File: config.mk
export PLATFORM = sky130hd
export DESIGN_NAME = mem_access_ctrl
export DESIGN_NICKNAME = d
export VERILOG_FILES = /design/src/rtl/mem_pkg.sv /design/src/rtl/load_align.sv /design/src/rtl/mem_access_ctrl.sv
export SDC_FILE = /design/constraint.sdc
export NUM_CORES = 1
export LEC_CHECK = 0
export CORE_MARGIN = 3
export CORE_UTILIZATION = 45
export CTS_BUF_LIST = sky130_fd_sc_hd__clkbuf_4 sky130_fd_sc_hd__clkbuf_8
export DETAILED_ROUTE_END_ITERATION = 6
export PLACE_DENSITY = 0.89
export RECOVER_POWER = 100
export SYNTH_ARGS = -nofsm -noshare
export SYNTH_HDL_FRONTEND = slang
export SYNTH_SLANG_ARGS = --single-unit
File: constraint.sdc
create_clock -name clk -period 2 [get_ports clk]
set_clock_uncertainty 0.15 [all_clocks]
set_input_delay 0.4 -clock clk [delete_from_list [all_inputs] [get_ports clk]]
set_output_delay 0.4 -clock clk [all_outputs]
set_load 0.1 [all_outputs]
File: src/rtl/mem_pkg.sv
// Shared encodings for the data-memory access controller: mem_op codes,
// FSM states and byte-lane constants.
package mem_pkg;

    typedef enum logic [2:0] {
        OP_LB  = 3'd0,
        OP_LBU = 3'd1,
        OP_LH  = 3'd2,
        OP_LHU = 3'd3,
        OP_LW  = 3'd4,
        OP_SB  = 3'd5,
        OP_SH  = 3'd6,
        OP_SW  = 3'd7
    } mem_op_e;

    typedef enum logic [1:0] {
        ST_IDLE = 2'd0,
        ST_REQ  = 2'd1,
        ST_DONE = 2'd2
    } mem_state_e;

    localparam logic [3:0] BE_NONE    = 4'b0000;
    localparam logic [3:0] BE_BYTE0   = 4'b0001;
    localparam logic [3:0] BE_HALF_LO = 4'b0011;
    localparam logic [3:0] BE_HALF_HI = 4'b1100;
    localparam logic [3:0] BE_WORD    = 4'b1111;

    // Halfword accesses need addr[0]=0, word accesses need addr[1:0]=0.
    function automatic logic is_misaligned(mem_op_e op, logic [1:0] addr_lo);
        case (op)
            OP_LH, OP_LHU, OP_SH: return addr_lo[0];
            OP_LW, OP_SW:         return addr_lo != 2'b00;
            default:              return 1'b0;
        endcase
    endfunction

endpackage

File: src/rtl/load_align.sv
// Load data alignment: picks the addressed byte/halfword out of the bus
// word and sign- or zero-extends it according to the load opcode.
module load_align
    import mem_pkg::*;
(
    input  logic [2:0]  op_i,
    input  logic [1:0]  addr_lo_i,
    input  logic [31:0] rdata_i,
    output logic [31:0] data_o
);

    logic [7:0]  byte_sel;
    logic [15:0] half_sel;

    // NOTE: every signal driven here gets a default first so no latch is inferred.
    always_comb begin
        byte_sel = rdata_i[7:0];
        case (addr_lo_i)
            2'd1:    byte_sel = rdata_i[15:8];
            2'd2:    byte_sel = rdata_i[23:16];
            2'd3:    byte_sel = rdata_i[31:24];
            default: byte_sel = rdata_i[7:0];
        endcase
        // addr[0] is ignored for halfwords so misaligned accesses fall back to the aligned lane.
        half_sel = addr_lo_i[1] ? rdata_i[31:16] : rdata_i[15:0];

        case (mem_op_e'(op_i))
            OP_LB:   data_o = {{24{byte_sel[7]}}, byte_sel};
            OP_LBU:  data_o = {24'd0, byte_sel};
            OP_LH:   data_o = {{16{half_sel[15]}}, half_sel};
            OP_LHU:  data_o = {16'd0, half_sel};
            default: data_o = rdata_i;
        endcase
    end

endmodule

File: src/rtl/mem_access_ctrl.sv
// MEM-stage data-bus access controller: IDLE -> REQ -> DONE handshake with
// ack timeout. Define MEM_ALIGN_EXC_EN to trap misaligned accesses.
module mem_access_ctrl
    import mem_pkg::*;
#(
    parameter int TIMEOUT_CYCLES = 255
) (
    input  logic        clk,
    input  logic        reset,
    input  logic        exmem_mem_r,
    input  logic        exmem_mem_w,
    input  logic [2:0]  exmem_mem_op,
    input  logic [31:0] exmem_addr,
    input  logic [31:0] exmem_rt_data,
    output logic        dbus_req,
    output logic        dbus_we,
    output logic [31:0] dbus_addr,
    output logic [31:0] dbus_wdata,
    output logic [3:0]  dbus_be,
    input  logic        dbus_ack,
    input  logic [31:0] dbus_rdata,
    output logic [31:0] mem_data,
    output logic [3:0]  reg_byte_w_en,
    output logic        mem_stall,
    output logic        bus_err,
    output logic        addr_exc
);

    localparam int CNT_W = $clog2(TIMEOUT_CYCLES + 1);

    mem_state_e state_q, state_d;

    logic             req_q, req_d;
    logic             we_q, we_d;
    logic [31:0]      addr_q, addr_d;
    logic [31:0]      wdata_q, wdata_d;
    logic [3:0]       be_q, be_d;
    logic             load_q, load_d;
    mem_op_e          op_q, op_d;
    logic [1:0]       lo_q, lo_d;
    logic [CNT_W-1:0] cnt_q, cnt_d;
    logic [31:0]      mem_data_q, mem_data_d;
    logic             err_q, err_d;
    logic             exc_q, exc_d;

    mem_op_e     in_op;
    logic        req_valid;
    logic        misaligned_in;
    logic        timeout_hit;
    logic [3:0]  store_be;
    logic [31:0] store_wdata;
    logic [31:0] aligned_data;

    assign in_op       = mem_op_e'(exmem_mem_op);
    assign req_valid   = exmem_mem_r | exmem_mem_w;
    assign timeout_hit = (cnt_q == CNT_W'(TIMEOUT_CYCLES - 1));

`ifdef MEM_ALIGN_EXC_EN
    assign misaligned_in = is_misaligned(in_op, exmem_addr[1:0]);
    assign addr_exc      = exc_q;
`else
    assign misaligned_in = 1'b0;
    assign addr_exc      = 1'b0;
`endif

    always_comb begin
        store_be    = BE_WORD;
        store_wdata = exmem_rt_data;
        case (in_op)
            OP_SB: begin
                store_be    = BE_BYTE0 << exmem_addr[1:0];
                store_wdata = {4{exmem_rt_data[7:0]}};
            end
            OP_SH: begin
                store_be    = exmem_addr[1] ? BE_HALF_HI : BE_HALF_LO;
                store_wdata = {2{exmem_rt_data[15:0]}};
            end
            default: ;
        endcase
    end

    load_align u_load_align (
        .op_i      (op_q),
        .addr_lo_i (lo_q),
        .rdata_i   (dbus_rdata),
        .data_o    (aligned_data)
    );

    // NOTE: sequential state uses non-blocking assignments only.
    always_ff @(posedge clk) begin
        if (reset) state_q <= ST_IDLE;
        else       state_q <= state_d;
    end

    always_comb begin
        state_d = state_q;
        case (state_q)
            ST_IDLE: if (req_valid) state_d = misaligned_in ? ST_DONE : ST_REQ;
            ST_REQ:  if (dbus_ack || timeout_hit) state_d = ST_DONE;
            ST_DONE: state_d = ST_IDLE;
            default: state_d = ST_IDLE;
        endcase
    end

    always_comb begin
        mem_stall     = (state_q == ST_IDLE && req_valid) || state_q == ST_REQ;
        reg_byte_w_en = (state_q == ST_DONE && load_q && !err_q && !exc_q) ? BE_WORD : BE_NONE;
    end

    // Datapath: capture the request in IDLE, resolve it when REQ ends.
    always_comb begin
        req_d      = req_q;
        we_d       = we_q;
        addr_d     = addr_q;
        wdata_d    = wdata_q;
        be_d       = be_q;
        load_d     = load_q;
        op_d       = op_q;
        lo_d       = lo_q;
        cnt_d      = cnt_q;
        mem_data_d = mem_data_q;
        err_d      = 1'b0;
        exc_d      = 1'b0;
        case (state_q)
            ST_IDLE: if (req_valid) begin
                load_d = !exmem_mem_w;
                op_d   = in_op;
                lo_d   = exmem_addr[1:0];
                cnt_d  = '0;
                if (misaligned_in) begin
                    exc_d = 1'b1;
                end else begin
                    req_d   = 1'b1;
                    we_d    = exmem_mem_w;
                    addr_d  = {exmem_addr[31:2], 2'b00};
                    be_d    = exmem_mem_w ? store_be : BE_WORD;
                    wdata_d = store_wdata;
                end
            end
            ST_REQ: begin
                if (dbus_ack) begin
                    req_d = 1'b0;
                    if (load_q) mem_data_d = aligned_data;
                end else if (timeout_hit) begin
                    req_d      = 1'b0;
                    err_d      = 1'b1;
                    mem_data_d = '0;
                    cnt_d      = cnt_q + 1'b1;
                end else begin
                    cnt_d = cnt_q + 1'b1;
                end
            end
            default: ;
        endcase
    end

    always_ff @(posedge clk) begin
        if (reset) begin
            req_q      <= 1'b0;
            we_q       <= 1'b0;
            addr_q     <= '0;
            wdata_q    <= '0;
            be_q       <= BE_NONE;
            load_q     <= 1'b0;
            op_q       <= OP_LB;
            lo_q       <= 2'b00;
            cnt_q      <= '0;
            mem_data_q <= '0;
            err_q      <= 1'b0;
            exc_q      <= 1'b0;
        end else begin
            req_q      <= req_d;
            we_q       <= we_d;
            addr_q     <= addr_d;
            wdata_q    <= wdata_d;
            be_q       <= be_d;
            load_q     <= load_d;
            op_q       <= op_d;
            lo_q       <= lo_d;
            cnt_q      <= cnt_d;
            mem_data_q <= mem_data_d;
            err_q      <= err_d;
            exc_q      <= exc_d;
        end
    end

    assign dbus_req   = req_q;
    assign dbus_we    = we_q;
    assign dbus_addr  = addr_q;
    assign dbus_wdata = wdata_q;
    assign dbus_be    = be_q;
    assign mem_data   = mem_data_q;
    assign bus_err    = err_q;

endmodule

==> impl_results.md, run 1 <==
- Cells after Synth: 604
- Top cells by count, synth: dfxtp_1 (117), nand2_1 (104), a21oi_1 (59)
- Critical Path RT: 1.45 ns
- Pwr dens: 848.7 mW/mm^2
- 1st-pass router iterations: 6
- Status: finished with violations
- Fin area: 0.009472 mm^2
- Dominant synthesized flop cell: dfxtp_1
- Async set or reset register ratio after synthesis: 0
- Chip Height: 113.3 um
- Global Route Usage Sum: 0.3542
- Critical Path Start: state_q[1]
- RSZ-0062 raised after global routing: true
- Largest net degree at the start of global routing: 89
- Worst-path clk slew: 0.07 ns
- Total power: 8.038 mW
- Hold Crit Class: flip-flop to flip-flop
- Netlist cell types: 53
- Core area: 0.01103 mm^2
- Initial core utilization: 0.4701
- Final worst path period need: 2.102 ns
- Max-Cap Viols: 0
- Post-DP Area: 0.008782 mm^2
- Number of synthesized flops with an enable pin: 0
- Initial antenna violation count: 0
- Layout cells sized above 1: 0.2690
- Critical path peak fanout: 4
- Fmax: 475.7 MHz
- WS Path Type: flip-flop to output port
- Violated checks: negative setup slack
- H-tree Lvls: 4
- # setup viols final: 29
- Detail Route Antenna Nets: 0
- Critical path startpoint category: flip-flop
- Post-synth top area share: 0.4517
- Seq cells post-synth: 117
- Most frequent cell after synthesis: dfxtp_1
- Die X: 113.3 um
- Drt total wl: 24160 um
- Slew Viols, Final: 0
- Sequential area share after synthesis: 0.4517
- Worst setup margin: -0.1021 ns
- TritonCTS Buffers: 17
- Diodes inserted: 0
- DIE AREA: 0.01285 mm^2
- WL per Instance: 24.28 um
- VDD IR max: 709.6 uV
- GRT Residual Overflow: 0
- # rows: 38
- Clk buf depth: 2
- RR Startpoint: state_q[1]
- Cell taking the most area after synthesis: dfxtp_1
- 1st-iter DRT viols: 796
- Layout Nets: 948
- Vias in the first global route: 6446
- CTS sink cnt: 117
- Pleak: 3.763 nW
- Critical path arrival: 1.55 ns
- Post-cts hold buffer count: 0
- Area grow syn2layout: 82.67%
- Drt drc: 0
- Crit end category: output port
- Setup TNS: -1.447 ns
- Syn Std Cell Area: 0.005185 mm^2
- Vias: 6398
- Syn Area/Cell: 8.584 um^2
- Worst Max-Slew Pin Slew: 0.6350 ns
- CTS tree: done
- CTS Root Cell: clkbuf_8
- Max_slew headroom: 0.5767
- HPWL Detailed: 14970 um
- Fin. Hold Viols: 0
- Global-route wire length before repair: 35400 um
- Fill count: 508
- Final cycle utilization of the critical path: 1.051
- Yosys warnings: 0
- PortBufs: 209
- Ranking of synthesized cells by area: dfxtp_1 (45%), nand2_1 (7.5%), a21oi_1 (5.7%)
- # IOs: 213
- Hold path startpoint: dbus_wdata[2]
- RD Place Congestion: 0.8946
- Vias per inst: 6.430
- Worst-Skew Late Latency: 0.44 ns
layout by cell type (no fill, tap or decap), types with 3 or more instances in the layout:
master	count
a211oi_1	14
clkbuf_8	17
a21oi_1	57
o22ai_2	3
a221o_1	16
nand2b_1	19
buf_6	8
a311oi_1	8
mux2i_1	16
clkinvlp_4	3
nand4_1	3
o21ai_0	9
a221oi_1	6
o22ai_1	11
nand2_1	104
bufinv_16	5
conb_1	3
inv_1	11
buf_12	116
buf_4	41
o32ai_1	6
dfxtp_1	114
clkdlybuf4s50_1	100
o21a_1	9
clkinv_2	3
xor2_1	4
nor2_1	48
nand3b_1	10
nand3_1	10
o41ai_1	8
o311ai_0	8
a22o_1	13
worst max-delay path, stage by stage (launching register included):
cell	delay [ns]
dfxtp_2	0.36
buf_6	0.11
nor4bb_4	0.28
buf_6	0.18
buf_12	0.18
metal layers:
metal / part of all wire / global-route usage / routed length [um]
met5: 0 / 0 / 0
met3: 0.11 / 0.1251 / 2694
met1: 0.33 / 0.3597 / 7908
met4: 0.065 / 0.1987 / 1575
met2: 0.50 / 0.6291 / 11980
timing repair:
item,in CTS,in global routing
setup buffers,6,3
gates resized for setup,12,19
endpoints found under the setup margin,36,35
pin swaps,4,8
gates cloned,1,0
cells by family after synthesis:
kind of cell / after synthesis / share of synthesized area
fa+ha+maj: 2 / 0.004825
other cells: 1 / 0.0007232
buf+inv: 63 / 0.05478
compound gates: 183 / 0.2524
xor+xnor: 4 / 0.006756
mux: 18 / 0.03523
simple gates: 216 / 0.1935
flops: 117 / 0.4517
power by group:
group | switching [mW] | internal, mW | total [mW] | leakage (nW)
clock | 1.03 | 1.51 | 2.54 | 0.223
sequential | 0.184 | 2.49 | 2.67 | 0.961
combinational | 1.77 | 1.06 | 2.83 | 2.58
sequential cells by signal, indices dropped and copies added (netlist names), 2 cells and up:
signal / cells
cnt_q: 8
dbus_addr: 30
dbus_be: 4
dbus_wdata: 32
lo_q: 2
mem_data: 32
op_q: 3
state_q: 2
cell type report:
class	count	area, um^2	share of cell area
timing repair buffer	268	3751	0.3960
sequential	117	2349	0.2480
inverter	11	41.29	0.004359
clock inverter	13	205.2	0.02166
multi-input combinational	427	2701	0.2852
tap	140	175.2	0.01849
clock buffer	19	249.0	0.02629
metrics by stage:
stage	std cells	utilization	worst slack, ns	hold slack (ns)
floorplan	606	-	-0.6991	0.3024
CTS	992	0.8493	-0.09641	0.3381
finish	995	0.8587	-0.1021	0.3463
detailed placement	953	0.7962	-0.7183	0.3367
global placement	953	0.7962	-0.5245	0.3136
global route	995	0.8587	-0.1604	0.3563
final timing paths:
kind / to / slack (ns) / cells after the start
setup / recovery: reg_byte_w_en[2] / -0.10 / 4
hold / removal: dbus_wdata[2] / 0.35 / 2
setup reg to reg: cnt_q[5] / -0.05 / 6
hold reg to reg: dbus_wdata[2] / 0.35 / 2
Power figures use the tool's default switching activity.
==> run 2, diff against run 1 <==
--- a/config.mk
+++ b/config.mk
@@ -5,7 +5,7 @@
 export SDC_FILE = /design/constraint.sdc
 export NUM_CORES = 1
 export LEC_CHECK = 0
-export CORE_MARGIN = 3
+export CORE_MARGIN = 5
 export CORE_UTILIZATION = 45
 export CTS_BUF_LIST = sky130_fd_sc_hd__clkbuf_4 sky130_fd_sc_hd__clkbuf_8
 export DETAILED_ROUTE_END_ITERATION = 6
==> impl_results.md, run 2 (same netlist as run 1, synthesis figures left out) <==
- Critical path peak fanout: 5 (+1)
- PortBufs: 209 (unchanged)
- Max-Cap Viols: 0 (unchanged)
- Core area: 0.01137 mm^2 (+3.1%)
- Worst Max-Slew Pin Slew: 0.6842 ns (+0.04922 ns)
- RD Place Congestion: 0.8772 (-1.9%)
- Status: finished with violations
- Layout cells sized above 1: 0.2485 (-0.02049)
- Detail Route Antenna Nets: 0 (unchanged)
- Hold Crit Class: input pin to flip-flop
- Final design utilization: 0.8168 (-0.04190)
- H-tree Lvls: 4 (unchanged)
- WL per Instance: 21.11 um (-13%)
- 1st-pass router iterations: 6 (unchanged)
- Largest net degree at the start of global routing: 91 (+2.2%)
- 1st-iter DRT viols: 565 (-29%)
- Crit end category: output port
- Worst hold path stage count: 3 (+1)
- Drt total wl: 20860 um (-14%)
- Worst-Skew Late Latency: 0.44 ns (about the same)
- Initial core utilization: 0.4560 (-0.01402)
- Fmax: 473.0 MHz (-0.57%)
- Reg2Reg Depth: 5 (-1)
- # setup viols final: 9 (-69%)
- Total power: 7.884 mW (-1.9%)
- WS Path Type: flip-flop to output port
- Clk buf depth: 2 (unchanged)
- Worst-path clk slew: 0.07 ns (about the same)
- Global Route Usage Sum: 0.3018 (-0.05238)
- Most frequent cells in the layout: dfxtp_1 (114), buf_12 (113), nand2_1 (104)
- # rows: 39 (+2.6%)
- Reg2Reg Setup Slack: -0.08 ns (-0.03 ns)
- Vias: 5907 (-7.7%)
- Worst Hold End: load_q
- Vias per inst: 5.979 (-7.0%)
- VDD IR max: 654.2 uV (-7.8%)
- Layout Nets: 938 (-1.1%)
- Drt drc: 0 (unchanged)
- Violated checks: negative setup slack
- CTS sink cnt: 117 (unchanged)
- Critical Path RT: 1.45 ns (about the same)
- RSZ-0062 raised after global routing: true
- HPWL Detailed: 14840 um (-0.84%)
- Critical path arrival: 1.56 ns (about the same)
- Die X: 117.3 um (+3.5%)
- Final worst path period need: 2.114 ns (+0.01212 ns)
- CTS Root Cell: clkbuf_8
- GRT Residual Overflow: 0 (unchanged)
- Critical path startpoint category: flip-flop
- Slew Viols, Final: 0 (unchanged)
- Max_slew headroom: 0.5439 (-0.03281)
- Fin. Hold Viols: 0 (unchanged)
- Setup TNS: -0.5895 ns (+0.8580 ns)
- TritonCTS Buffers: 17 (unchanged)
- RR Startpoint: state_q[0]
- Worst setup margin: -0.1142 ns (-0.01212 ns)
- Final cycle utilization of the critical path: 1.057 (+0.006061)
- Global-route wire length before repair: 33890 um (-4.3%)
- Area grow syn2layout: 79.10%
- Chip Height: 117.3 um (+3.5%)
- CTS tree: done
- Final Hold Slack: 0.3045 ns (-0.04174 ns)
- Most common cell after layout, fill and taps aside: dfxtp_1
- Pleak: 3.696 nW (-1.8%)
- Pwr dens: 849.0 mW/mm^2 (about the same)
- # IOs: 213 (unchanged)
- Hold path startpoint: reset
- Initial antenna violation count: 0 (unchanged)
- DIE AREA: 0.01377 mm^2 (+7.2%)
- Diodes inserted: 0 (unchanged)
- RR Endpoint: dbus_req
- Vias in the first global route: 6342 (-1.6%)
-- run 2: cell types whose count changed in the layout (fill, tap and decap cells not counted), moves of 2 or more --
cell        before  now
o22ai_1         11   14
buf_12         116  113
buf_4           41   38
clkinvlp_4       3    1
or4_1            0    2
a21oi_1         57   59
o22ai_2          3    0
clkbuf_8        17   21
buf_6            8    4
a21oi_2          2    0
or4_4            2    0
-- run 2: worst max-delay path by stage --
stage / from / endpoint / slack [ns] / cells after the start
floorplan: bus_err / reg_byte_w_en[2] / -0.70 / 2
global placement: dbus_ack / mem_data[17] / -0.29 / 5
detailed placement: dbus_ack / mem_data[21] / -0.46 / 5
CTS: state_q[0] / reg_byte_w_en[1] / -0.11 / 4
global route: state_q[0] / dbus_req / -0.18 / 5
finish: state_q[1] / reg_byte_w_en[1] / -0.11 / 4
-- run 2: repair_timing --
item | 4_1_cts | 5_1_grt
hold buffers | 0 | 0
pin swaps | 3 | 2
endpoints found under the setup margin | 21 | 24
gates resized for setup | 10 | 9
setup buffers | 4 | 0
-- run 2: report_power, final --
group          leakage, nW  switching, mW  internal (mW)
sequential           0.961          0.182           2.49
combinational         2.50           1.69           1.03
clock                0.233          0.976           1.51
-- run 2: metrics by stage --
stage,cell area (um^2),setup WS (ns),cells
global route,9286,-0.1830,988
CTS,9289,-0.1091,989
detailed placement,8783,-0.4649,954
global placement,8783,-0.2934,954
finish,9286,-0.1142,988
floorplan,5218,-0.6991,606
-- run 2: per-layer routing --
layer,track usage,wire [um],vias up
li1,-,-,2635
met1,0.3100,7127,2769
met2,0.5237,10700,410
met3,0.1073,2033,93
met4,0.1798,998,0
met5,0,0,-
-- run 2: critical path, stage by stage, from the launching register on --
cell and delay (ns):
dfxtp_4 0.38, buf_6 0.14, nor4bb_4 0.23, buf_6 0.19
buf_12 0.18
-- run 2: layout make-up --
type,count,area [um^2]
well taps,143,178.9
inverters,11,41.29
clock inverters,9,147.6
clock buffers,23,304.0
repair buffers,259,3631
flip-flops and latches,117,2351
fillers,612,2083
multi-input cells,426,2633
